File: src/rtl/dram_fifo_ctrl.sv
// FIFO controller around an external dual-port RAM (port A writes, port B reads
// with a 1-cycle registered read). Tracks pointers, occupancy and sticky error flags.
module dram_fifo_ctrl #(
    parameter int WIDTH    = 8,
    parameter int ADDR     = 6,
    parameter int AF_LEVEL = 60
) (
    input  logic             clk,
    input  logic             rst,
    input  logic             wr_en,
    input  logic [WIDTH-1:0] din,
    input  logic             rd_en,
    input  logic             clr_err,
    output logic [WIDTH-1:0] rd_data,
    output logic             rd_valid,
    output logic             full,
    output logic             empty,
    output logic             almost_full,
    output logic [ADDR:0]    count,
    output logic             overflow,
    output logic             underflow,
    output logic             ram_ena,
    output logic             ram_wra,
    output logic             ram_enb,
    output logic             ram_wrb,
    output logic [WIDTH-1:0] ram_din_a,
    output logic [ADDR-1:0]  ram_addr_a,
    output logic [ADDR-1:0]  ram_addr_b,
    input  logic [WIDTH-1:0] ram_dout_b
);

    localparam logic [ADDR:0] DEPTH  = {1'b1, {ADDR{1'b0}}};
    localparam logic [ADDR:0] AF_CNT = (ADDR+1)'(AF_LEVEL);

    logic [ADDR-1:0] wptr_reg;
    logic [ADDR-1:0] rptr_reg;
    logic [ADDR:0]   count_reg;
    logic            rd_valid_reg;
    logic            overflow_reg;
    logic            underflow_reg;
    logic            wr_acc;
    logic            rd_acc;

    assign full        = (count_reg == DEPTH);
    assign empty       = (count_reg == '0);
    assign almost_full = (count_reg >= AF_CNT);

    // Flags come from the registered count, so a read and a write can never
    // target the same address in one cycle and there is no fall-through.
    assign wr_acc = !rst && wr_en && !full;
    assign rd_acc = !rst && rd_en && !empty;

    assign ram_ena    = wr_acc;
    assign ram_wra    = 1'b1;
    assign ram_addr_a = wptr_reg;
    assign ram_din_a  = din;
    assign ram_enb    = rd_acc;
    assign ram_wrb    = 1'b0;
    assign ram_addr_b = rptr_reg;

    assign rd_data   = ram_dout_b;
    assign rd_valid  = rd_valid_reg;
    assign count     = count_reg;
    assign overflow  = overflow_reg;
    assign underflow = underflow_reg;

    always_ff @(posedge clk) begin
        if (rst) begin
            wptr_reg      <= '0;
            rptr_reg      <= '0;
            count_reg     <= '0;
            rd_valid_reg  <= 1'b0;
            overflow_reg  <= 1'b0;
            underflow_reg <= 1'b0;
        end else begin
            if (wr_acc) wptr_reg <= wptr_reg + ADDR'(1);
            if (rd_acc) rptr_reg <= rptr_reg + ADDR'(1);
            if (wr_acc && !rd_acc)
                count_reg <= count_reg + (ADDR+1)'(1);
            else if (rd_acc && !wr_acc)
                count_reg <= count_reg - (ADDR+1)'(1);
            rd_valid_reg  <= rd_acc;
            // A new error in the same cycle as clr_err wins.
            overflow_reg  <= (overflow_reg && !clr_err) || (wr_en && full);
            underflow_reg <= (underflow_reg && !clr_err) || (rd_en && empty);
        end
    end

endmodule
File: config.mk
export PLATFORM = sky130hd
export DESIGN_NAME = dram_fifo_ctrl
export DESIGN_NICKNAME = d
export VERILOG_FILES = /design/src/rtl/dram_fifo_ctrl.sv
export SDC_FILE = /design/constraint.sdc
export NUM_CORES = 1
export LEC_CHECK = 0
export CAP_MARGIN = 20
export CELL_PAD_IN_SITES_DETAIL_PLACEMENT = 0
export CELL_PAD_IN_SITES_GLOBAL_PLACEMENT = 1
export CORE_MARGIN = 5
export CORE_UTILIZATION = 32
export CTS_CLUSTER_SIZE = 10
export DETAILED_ROUTE_END_ITERATION = 10
export GPL_TIMING_DRIVEN = 1
export PLACE_DENSITY = 0.89
export SKIP_CTS_REPAIR_TIMING = 1
export SLEW_MARGIN = 15
export SYNTH_ARGS = -nofsm -noshare
export SYNTH_HDL_FRONTEND = slang
export SYNTH_SLANG_ARGS = --single-unit
File: constraint.sdc
create_clock -name clk -period 11.1 [get_ports clk]
set_clock_uncertainty 0.1 [all_clocks]
set_input_delay 3.33 -clock clk [delete_from_list [all_inputs] [get_ports clk]]
set_output_delay 3.33 -clock clk [all_outputs]
set_load 0.01 [all_outputs]
After elaboration in Yosys (flattened, before gate mapping). Index checks and enable logic that the tools add are counted.

Input bits: 21. Register bits after elaboration: 22. Word-level logic and storage cells: 34. Output and inout port bits: 45.

$add $sub $neg: 4. Reductions and logical operators: 20. Equality and inequality tests: 1. Mux-type cells: 2. $lt $le $gt $ge: 1.

Operators by type and width (count): 7-bit 2-to-1 mux (2); 6-bit by 1-bit adder with 6-bit output, second input constant (2); 1-bit logical AND (10); 7-bit by 1-bit adder with 7-bit output, second input constant (1); 7-bit equality test, second input constant (1); 7-bit by 6-bit greater-or-equal comparator with 1-bit output, second input constant (1); 7-bit logical NOT (1); 7-bit by 1-bit subtractor with 7-bit output, second input constant (1); 1-bit logical NOT (6); 1-bit logical OR (2); 2-bit nonzero test (1).

Logic depth before layout (Yosys ltp).
Depth after elaboration: 7. Depth in mapped cells: 12. Gate-level depth less buffers: 11.

Worst setup path before layout. No wires, ideal clock.

Path type: input-to-output. Start: input rst. End: output ram_enb. Stages on the path: 3. Data required time: 7.670 ns. Arrival: 3.981 ns. Path buffers: 2. Path slack: 3.689 ns. Path through: clkbuf_1 -> clkbuf_1 -> nor2_1.

Cells in the longest elaborated chain, start to end: 3.

RTL lines: from (decl) (line 9) `input logic rst,`; 1-bit logical NOT (line 51) `assign rd_acc = !rst && rd_en && !empty;`; 1-bit logical AND (2 in series) (line 51); to (decl) (line 24) `output logic ram_enb,`.

Every way passes these cells.

Final worst setup path.
Start: input rst. End: output ram_ena.

Cells in the longest elaborated chain, start to end: 3.

RTL lines: 1-bit logical NOT (line 50) `assign wr_acc = !rst && wr_en && !full;`; 1-bit logical AND (2 in series) (line 50); to (decl) (line 22) `output logic ram_ena,`.

Every way passes these cells.

==> summary.txt <==
Run status
  • Status: completed

Timing
  • Relative slew slack: 39.5%
  • Worst slew pin tran: 904 ps
  • Fmax: 115 MHz
  • Endpoints failing setup: 0
  • Setup_tns: 0 ps
  • Slew Limit Fails: 0
  • Unrepaired setup endpoints after global routing: no
  • Min cycle time layout: 8680 ps
  • Final hold violation count: 0
  • Final worst path period share: 78.2%

Yosys
  • Register area share after synthesis: 31.0%
  • Yosys top cell area share: 31.0%
  • Mapped Area: 1420 sq um
  • Post-Syn Instances: 157
  • Average size of a mapped cell: 9.06 sq um
  • Synth cell types: 44
  • Async S/R FF share, synth: 0%
  • Number of synthesized flops with an enable pin: 0
  • Total number of yosys warnings: 0
  • Syn nets: 187
  • Area leader, netlist: dfxtp_1
  • Seq cells post-synth: 22
  • Main synth FF type: dfxtp_1
  • Area contributors post-synth: dfxtp_1, buf_4, ha_1, xor2_1, a21oi_1

Global route
  • Largest net degree at the start of global routing: 28
  • Vias in the first global route: 997
  • GRT Util Overall: 9.80%
  • GR Overflow Total: 0
  • Antenna violations before repair: 0
  • First-pass GRT wire length: 4.80 mm

Floorplan
  • Die Ht: 76.7 um
  • I/O Pins: 66
  • Core area: 4320 sq um
  • Initial Utilization: 32.9%
  • Die Span X: 76.7 um
  • Row cnt: 24
  • Die footprint: 5880 sq um

Clock tree
  • Clk root buf: clkbuf_8
  • Clock Path Buffers: 2
  • CTS tree: built
  • Clk slew on worst S/H paths: 80 ps
  • CTS Buf Count: 3
  • CTS H-tree lvls: 1
  • CTS sink count: 22
  • Latest clock arrival within the worst-skew pair: 260 ps

Placement
  • Placed inst area: 1630 sq um
  • Detail Placement HPWL: 2.17 mm
  • Number of port buffers: 31
  • RD Place Congestion: 0.813

Final layout
  • Max FFs per register: 7
  • Layout cell share with drive strength beyond 1: 8.38%
  • Final layout net count: 198
  • Commonest non-fill, non-tap cells in the layout: clkdlybuf4s50_1, dfxtp_1, nor2_1, a21oi_1
  • Most common cell after layout, fill and taps aside: clkdlybuf4s50_1
  • Area growth, synth to finish: 18.3%
  • Cell area after layout: 1680 sq um
  • # diodes: 0
  • Final Core Density: 38.9%

Routing
  • Via count: 1085
  • DR WL/cell: 13.1 um
  • First-pass DRT Iterations: 4
  • Avg Vias per Cell: 4.95
  • Drt total wl: 2.86 mm
  • DR DRC count: 0
  • Iter 0 DRT Violations: 21
  • Final ANT Viol Nets: 0

Power and ir drop
  • Max VDD drop: 0.121 mV
  • Leak: 0.644 nW
  • PwrDens: 260 nW/um^2

Critical path
  • Critical Path End: ram_ena
  • CP arrival: 5250 ps
  • Flop2flop setup slack: 7390 ps
  • R2R depth: 11
  • Critical path data required time: 7670 ps
  • Reg2reg end: count[6]
  • Critical path launch point type: primary input
  • CP Capture Type: primary output
  • Crit Path Class: in2out
  • CP Max Fanout: 27
  • Reg2reg start: count[2]
  • Crit. Startpoint: rst

Run
  • Max-Cap Viols: 0

Hold path
  • HP Class: reg2reg
-- metrics by stage --
step           hold slack [ps]  std cells  power [mW]  setup slack (ps)
2_1_floorplan              407        157       0.311              3690
3_3_place_gp               375        215       0.382              2430
3_5_place_dp               388        215       0.385              2410
4_1_cts                    399        219       0.444              2410
5_1_grt                    419        219       0.475              2260
6_report                   396        219       0.437              2420
-- worst min path at each step --
stage | from | to | slack (ps) | cells past startpoint
floorplan | ram_addr_b[5] | ram_addr_b[5] | 410 | 2
global placement | ram_addr_b[5] | ram_addr_b[5] | 370 | 2
detailed placement | ram_addr_a[5] | ram_addr_a[5] | 390 | 2
CTS | ram_addr_a[5] | ram_addr_a[5] | 400 | 2
global route | ram_addr_a[5] | ram_addr_a[5] | 420 | 2
finish | ram_addr_a[5] | ram_addr_a[5] | 400 | 2
-- report_power, final --
part | switching [mW] | internal, mW | leakage, nW
Sequential | 0.0283 | 0.0983 | 0.180
Clock | 0.0254 | 0.0316 | 0.0288
Combinational | 0.132 | 0.121 | 0.435
Total | 0.186 | 0.251 | 0.644
-- synth_stat cells, types with 2 or more instances --
library cell	count
dfxtp_1	22
buf_4	18
nor2_1	16
a21oi_1	12
ha_1	8
xor2_1	8
nand2_1	6
clkbuf_1	5
inv_1	5
or3_1	5
o21ai_1	4
a211o_1	3
mux2i_1	3
a211oi_1	2
a21o_1	2
and2_1	2
and4_1	2
conb_1	2
nand3_1	2
nor2b_1	2
nor3_1	2
o311ai_2	2
o311ai_4	2
o31ai_1	2
-- routing by layer --
metal	wire length, um	vias up	global-route usage, %
li1	-	555	-
met5	0	-	0
met1	1310	500	11.8
met3	185	4	2.34
met2	1310	26	16.0
met4	53	0	5.24
-- layout make-up --
class	instances	area [sq um]
clock buffer	4	55.1
fill	460	2640
inverter	5	18.8
multi-input combinational	105	793
sequential	22	440
tap	52	65.1
timing repair buffer	31	310
-- critical path: stages --
cell and delay (ps):
clkdlybuf4s50_1 1060, inv_1 160, and2_1 210, clkdlybuf4s50_1 490
-- logic make-up after synthesis --
group                    Yosys count  share of synthesized area [%]
AO/OA/AOI/OAI                     35                           20.8
XOR/XNOR                           9                           5.54
adder cells (fa/ha/maj)            9                           8.44
buffers and inverters             30                           13.3
flip-flops                        22                           31.0
multiplexers                       4                           2.90
other                              2                          0.528
AND/OR/NAND/NOR                   46                           17.6
Note: power is estimated with default switching activity, not from simulation.
